$ cat src/rtl/fifo_ptr_ctrl.sv
// Gray-code pointer controller for one side of an asynchronous FIFO.
// MODE 0 drives the write side (full), MODE 1 the read side (empty).
module fifo_ptr_ctrl #(
  parameter int unsigned ADDRW       = 8,
  parameter int unsigned MODE        = 0,
  parameter int unsigned SYNC_STAGES = 2
) (
  input  logic             clock,
  input  logic             reset,
  input  logic             inc,
  input  logic [ADDRW:0]   oppclockptr,
  input  logic [ADDRW:0]   thresh,
  output logic [ADDRW:0]   pointer,
  output logic [ADDRW-1:0] addr,
  output logic             accept,
  output logic             status,
  output logic             almost,
  output logic [ADDRW:0]   level,
  output logic             err
);

  localparam bit             ENQ   = (MODE == 0);
  localparam logic [ADDRW:0] DEPTH = {1'b1, {ADDRW{1'b0}}};
  localparam logic [ADDRW:0] ONE   = {{ADDRW{1'b0}}, 1'b1};

  logic [ADDRW:0]                  bin_q;
  logic [ADDRW:0]                  gray_q;
  logic [ADDRW:0]                  bin_nxt;
  logic [ADDRW:0]                  gray_nxt;
  logic [SYNC_STAGES-1:0][ADDRW:0] sync_q;
  logic [ADDRW:0]                  oppgray;
  logic [ADDRW:0]                  oppbin;
  logic                            err_q;

  assign bin_nxt  = bin_q + ONE;
  assign gray_nxt = bin_nxt ^ (bin_nxt >> 1);

  // Gray is registered next to binary so the cross-domain pointer never glitches.
  always_ff @(posedge clock) begin
    if (reset) begin
      bin_q  <= '0;
      gray_q <= '0;
    end else if (accept) begin
      bin_q  <= bin_nxt;
      gray_q <= gray_nxt;
    end
  end

  always_ff @(posedge clock) begin
    if (reset) begin
      sync_q <= '0;
    end else begin
      sync_q <= {sync_q[SYNC_STAGES-2:0], oppclockptr};
    end
  end

  assign oppgray = sync_q[SYNC_STAGES-1];

  for (genvar g = 0; g <= ADDRW; g++) begin : g_gray2bin
    assign oppbin[g] = ^oppgray[ADDRW:g];
  end

  always_ff @(posedge clock) begin
    if (reset) begin
      err_q <= 1'b0;
    end else if (inc && status) begin
      err_q <= 1'b1;
    end
  end

  // Modulo subtraction keeps the occupancy correct across pointer wrap.
  always_comb begin
    level  = '0;
    status = 1'b0;
    almost = 1'b0;
    if (ENQ) begin
      level  = bin_q - oppbin;
      status = (level == DEPTH);
      almost = (level >= thresh);
    end else begin
      level  = oppbin - bin_q;
      status = (level == '0);
      almost = (level <= thresh);
    end
  end

  assign accept  = inc && !status;
  assign pointer = gray_q;
  assign addr    = bin_q[ADDRW-1:0];
  assign err     = err_q;

endmodule

$ cat config.mk
export PLATFORM = sky130hd
export DESIGN_NAME = fifo_ptr_ctrl
export DESIGN_NICKNAME = d
export VERILOG_FILES = /design/src/rtl/fifo_ptr_ctrl.sv
export SDC_FILE = /design/constraint.sdc
export NUM_CORES = 1
export LEC_CHECK = 0
export CAP_MARGIN = 20
export CORE_ASPECT_RATIO = 0.5
export CORE_MARGIN = 2
export CORE_UTILIZATION = 50
export DETAILED_ROUTE_END_ITERATION = 8
export PLACE_DENSITY = 0.8
export SETUP_SLACK_MARGIN = 0.15
export SLEW_MARGIN = 40
export SYNTH_ARGS = -nofsm -noshare
export SYNTH_HDL_FRONTEND = slang
export SYNTH_SLANG_ARGS = --single-unit
$ cat constraint.sdc
create_clock -name clock -period 4.85 [get_ports clock]
set_clock_uncertainty 0.05 [all_clocks]
set_input_delay 0.485 -clock clock [delete_from_list [all_inputs] [get_ports clock]]
set_output_delay 0.485 -clock clock [all_outputs]
set_load 0.02 [all_outputs]
**Yosys cells after proc, flatten, opt, wreduce, memory -nomap -nowiden**

Cells that the tools add are included.

- $add $sub $neg: 2
- $mul: 0
- Divide/modulo/power cells: 0
- Order comparisons: 1
- Equality and inequality tests: 1
- Shift operators: 0
- Mux-type cells: 0
- Bitwise gates (word level): 1
- Reductions and logical operators: 11

Operator list:

| cell | number |
|---|---|
| 9-bit by 1-bit adder with 9-bit output, second input constant | 1 |
| 9-bit equality test, second input constant | 1 |
| 9-bit >= comparator | 1 |
| 9-bit XOR reduction | 1 |
| 9-bit subtractor | 1 |
| 9-bit by 8-bit XOR with 9-bit output | 1 |
| 8-bit XOR reduction | 1 |
| 7-bit XOR reduction | 1 |
| 6-bit XOR reduction | 1 |
| 5-bit XOR reduction | 1 |
| 4-bit XOR reduction | 1 |
| 3-bit XOR reduction | 1 |
| 1-bit logical AND | 2 |
| 2-bit XOR reduction | 1 |
| 1-bit zero test | 1 |

- Register bits: 37
- Bits in latches: 0
- RAM bits: 0
- ROM bits: 0
- Bits of input ports: 21
- Output and inout bits: 30
- Word-level logic and storage cells: 21
- Memories kept: 0

**Logic depth before layout (Yosys ltp)**

- Word-level depth: 5
- Depth in mapped cells: 18
- Depth with buffers taken out: 18

**Worst setup path after synthesis**

OpenSTA, ideal clock, no wires.

- Path kind: flip-flop to output port
- Start: register sync_q, in the netlist oppgray[8]
- End: output almost
- Arrival: 4.177 ns
- Required time: 4.315 ns
- Setup slack: 0.138 ns
- Cell stages (with the launch flop): 17
- Buffers on the path: 0
- Path through: dfxtp_1 xnor2_2 xor2_1 xor2_1 xor3_1 xor2_2 xor2_2 xnor2_1 ha_1 fa_1 nand2b_1 a211oi_2 o22ai_2 xnor2_1 inv_1 ha_1 o41a_1

- Cells in the longest elaborated chain, start to end: 3
- Elaborated cells on any way between the ends: 10
- Those cells by class: add/sub: 1; order compare: 1; reduce/logical: 8

RTL lines:

| what | line | RTL |
|---|---|---|
| start: declaration | 30 | `logic [SYNC_STAGES-1:0][ADDRW:0] sync_q;` |
| start signal: assignment | 53 | `sync_q <= {sync_q[SYNC_STAGES-2:0], oppclockptr};` |
| 9-bit XOR reduction, or another cell as far along | 60 | `assign oppbin[g] = ^oppgray[ADDRW:g];` |
| 9-bit subtractor (*) | 77 | `level = bin_q - oppbin;` |
| via level[8] | 18 | `output logic [ADDRW:0] level,` |
| 9-bit >= comparator (*) | 79 | `almost = (level >= thresh);` |
| end: declaration | 17 | `output logic almost,` |

The timed path passes the listed nets; every way through them passes the cells marked *.

**Worst setup path in the final report**

- Start: register sync_q, in the netlist oppgray[8]
- End: output almost

- Cells in the longest elaborated chain, start to end: 3
- Elaborated cells on any way between the ends: 10
- Those cells by class: add/sub: 1; order compare: 1; reduce/logical: 8

RTL lines:

| what | line |
|---|---|
| 9-bit XOR reduction, or another cell as far along | 60 |
| 9-bit subtractor (*) | 77 |
| 9-bit >= comparator (*) | 79 |

Mark *: on every way between the ends. The rest lies on a longest branch, timed or not.

==> qor.txt <==
status: finished with violations
failing checks: setup timing
Crit-path slowest cell: o41a_1
Min-Delay Path Class: register to register
area share of the leading cell type in the synthesized netlist: 32.3%
grt total ovfl: 0
NumNets Final: 360
Max Fclk: 201 MHz
share of cells above drive strength 1: 20.9%
HPWL Detailed: 3.56 mm
Pwr per Cell Area: 342 nW/um^2
design area: 3130 sq um
PnR worst setup slack: -0.114 ns
period utilisation layout: 102%
sequential-to-total area share from yosys stat: 32.3%
vias per inst: 5.05
crit path kind: register to output port
routed wire length: 5.18 mm
H-tree depth: 2
critical-path cell list: xnor2_2 -> xor2_1 -> xor2_1 -> xor3_2 -> xor2_2 -> xor2_2 -> xnor2_2 -> ha_2 -> fa_2 -> nand2b_4 -> a211oi_4 -> o22ai_2 -> xnor2_2 -> inv_2 -> ha_4 -> o41a_1 -> buf_6
CTS Buffer Depth: 2
post-synthesis net count: 288
drt first pass iters: 4
fin util: 72.0%
DP Area: 2850 sq um
Area Overhead vs Synth: 39.9%
Sw Pwr: 364 uW
top_reg_cell synth: dfxtp_1
Worst setup SP type: register
Worst VDD drop: 0.152 mV
Tmin final: 4.96 ns
vias in the first global route: 1631
Cell Rows: 17
Worst Setup SP: oppgray[8]$_SDFF_PP0_
Vias: 1908
CTS tree: yes
IO Pins: 51
Netlist cell types: 48
crit path DAT: 4.43 ns
P_leak: 1.31 nW
setup violators final: 2
Clock transition at path regs: 0.07 ns
n_diodes: 0
Num CTS Buffers: 5
Total GRT Usage: 19.5%
CTS Sinks: 36
fin cells: 378
wire per inst: 13.7 um
DIE AREA: 5050 sq um
flops & latches, synth: 36
Critical Path End Type: output port
Clk network pwr share: 24.4%
core area: 4340 sq um
RR Startpoint: oppgray[8]$_SDFF_PP0_
first-pass GRT wire length: 7.71 mm
cell taking the most area after synthesis: dfxtp_1
Initial DRC Count: 114
RSZ-0062 raised after global routing: yes
most frequent cells after synthesis: dfxtp_1 (36), inv_1 (21), nor2b_1 (21), nor2_1 (19), xnor2_1 (19)
fin. max-slew vios: 0
part of the power in combinational logic: 46.1%
ANT nets after route: 0
worst-path fanout max: 3
Avg Cell Area, Syn: 9.01 sq um
number of enable flip-flop cells after synthesis: 0
post-route DRC violation count: 0
Critical Path Max Stage Delay: 0.42 ns
Worst Path Required: 4.32 ns
Sw Ratio: 34.0%
final-report hold violation count: 0
HP Start: sync_q[5]$_SDFF_PP0_
WHS: 0.392 ns
die width: 98.5 um
Async SR Flop Fraction: 0%
initial core utilization: 51.5%
Mapped Cells: 248
Int Pwr: 706 uW
# hold bufs at CTS: 0
synth top area cells: dfxtp_1 (32%), ha_1 (10%), xnor2_1 (7.4%), nor2b_1 (5.9%), mux2i_1 (4.0%)
Max Cap Viol: 0
most common cell in the netlist: dfxtp_1
DP Cell Count: 357
Slew @ Worst Pin: 0.460 ns
Warnings, synthesis: 0
CTS Root Cell: clkbuf_8
Worst path most repeated cell: xnor2_2
largest net degree at the start of global routing: 37
DIE HEIGHT: 51.3 um
Worst-Skew Late Latency: 0.28 ns
relative slew slack: 69.2%
Port Buffers: 50
GP Congestion: 0.896
initial antenna violation count: 0
mapped cell area: 2230 sq um
sequential power share: 29.5%
## cell families after synthesis
kind of cell | count (synthesis) | synth area share [%]
flops | 36 | 32.3
mux | 9 | 4.03
buf+inv | 32 | 6.27
simple gates | 75 | 18.6
fa+ha+maj | 19 | 11.0
compound gates | 49 | 15.2
xor+xnor | 28 | 12.7
## state kept, by name (all words and copies together), names as in the netlist
name,count
bin_q,9
oppgray,9
sync_q,9
pointer,8
err,1
## critical path, delay by kind of cell (launching register included)
family / cells / cell delay, ns
AOI/OAI and AO/OA: 3 / 0.79
xor gates and xnor gates: 8 / 1.87
adders and majority gates: 3 / 0.75
buffers and inverters: 2 / 0.24
DFF: 1 / 0.34
and+or+nand+nor: 1 / 0.16
## repair_timing
action,CTS,global route
setup endpoints to repair,5,26
endpoints found under the hold margin,0,0
resized for setup,24,19
setup buffers,8,4
pin swaps,10,15
cloned,0,1
## placed cells by master (no fill, tap or decap), types with 4 or more instances in the layout
cell             synthesis  routed
buf_4                    0      25
inv_1                   21      19
mux2i_1                  9       9
o21a_1                   4       4
nand2_1                  6       6
xor2_1                   5       5
or3_2                    5       5
nand2b_1                 6       5
clkdlybuf4s50_1          0      44
ha_1                    18      16
o21ai_0                 13      11
dfxtp_1                 36      34
nor2_1                  19      19
clkbuf_8                 0       5
a21oi_1                 16      16
xnor2_1                 19      17
nor2b_1                 21      21
## routing by layer
layer | vias to the layer above | part of all wire [%] | track usage (%)
met2 | 59 | 49 | 32.5
li1 | 984 | - | -
met4 | 0 | 0.81 | 4.34
met1 | 860 | 45 | 26.0
met5 | - | 0 | 0
met3 | 5 | 5.3 | 4.65
## power by group through the flow
stage	logic, mW	clock network (mW)	registers (mW)
global route	0.532	0.279	0.317
CTS	0.448	0.266	0.316
floorplan	0.249	0	0.326
global placement	0.407	0	0.322
detailed placement	0.422	0	0.323
finish	0.493	0.261	0.316
## final cells by class
type / count / area (sq um)
inverters: 21 / 78.8
flip-flops and latches: 36 / 723
multi-input cells: 180 / 1450
clock inverters: 3 / 42.5
repair buffers: 76 / 692
clock buffers: 5 / 68.8
fillers: 335 / 1210
well taps: 57 / 71.3
## per-stage QoR
| stage | TNS [ns] | setup WS (ns) | total power, mW |
|---|---|---|---|
| 2_1_floorplan | 0 | 0.221 | 0.575 |
| 3_3_place_gp | -0.0460 | -0.0460 | 0.728 |
| 3_5_place_dp | -0.441 | -0.290 | 0.744 |
| 4_1_cts | -0.310 | -0.185 | 1.03 |
| 5_1_grt | -0.532 | -0.335 | 1.13 |
| 6_report | -0.135 | -0.114 | 1.07 |
## final timing paths
check	end	depth (start not counted)	slack (ns)
hold reg to reg	oppgray[5]$_SDFF_PP0_	1	0.39
hold / removal	oppgray[5]$_SDFF_PP0_	1	0.39
setup reg to reg	pointer[0]$_SDFFE_PP0P_	18	0.22
setup / recovery	almost	17	-0.11
Note: power is estimated with default switching activity, not from simulation.
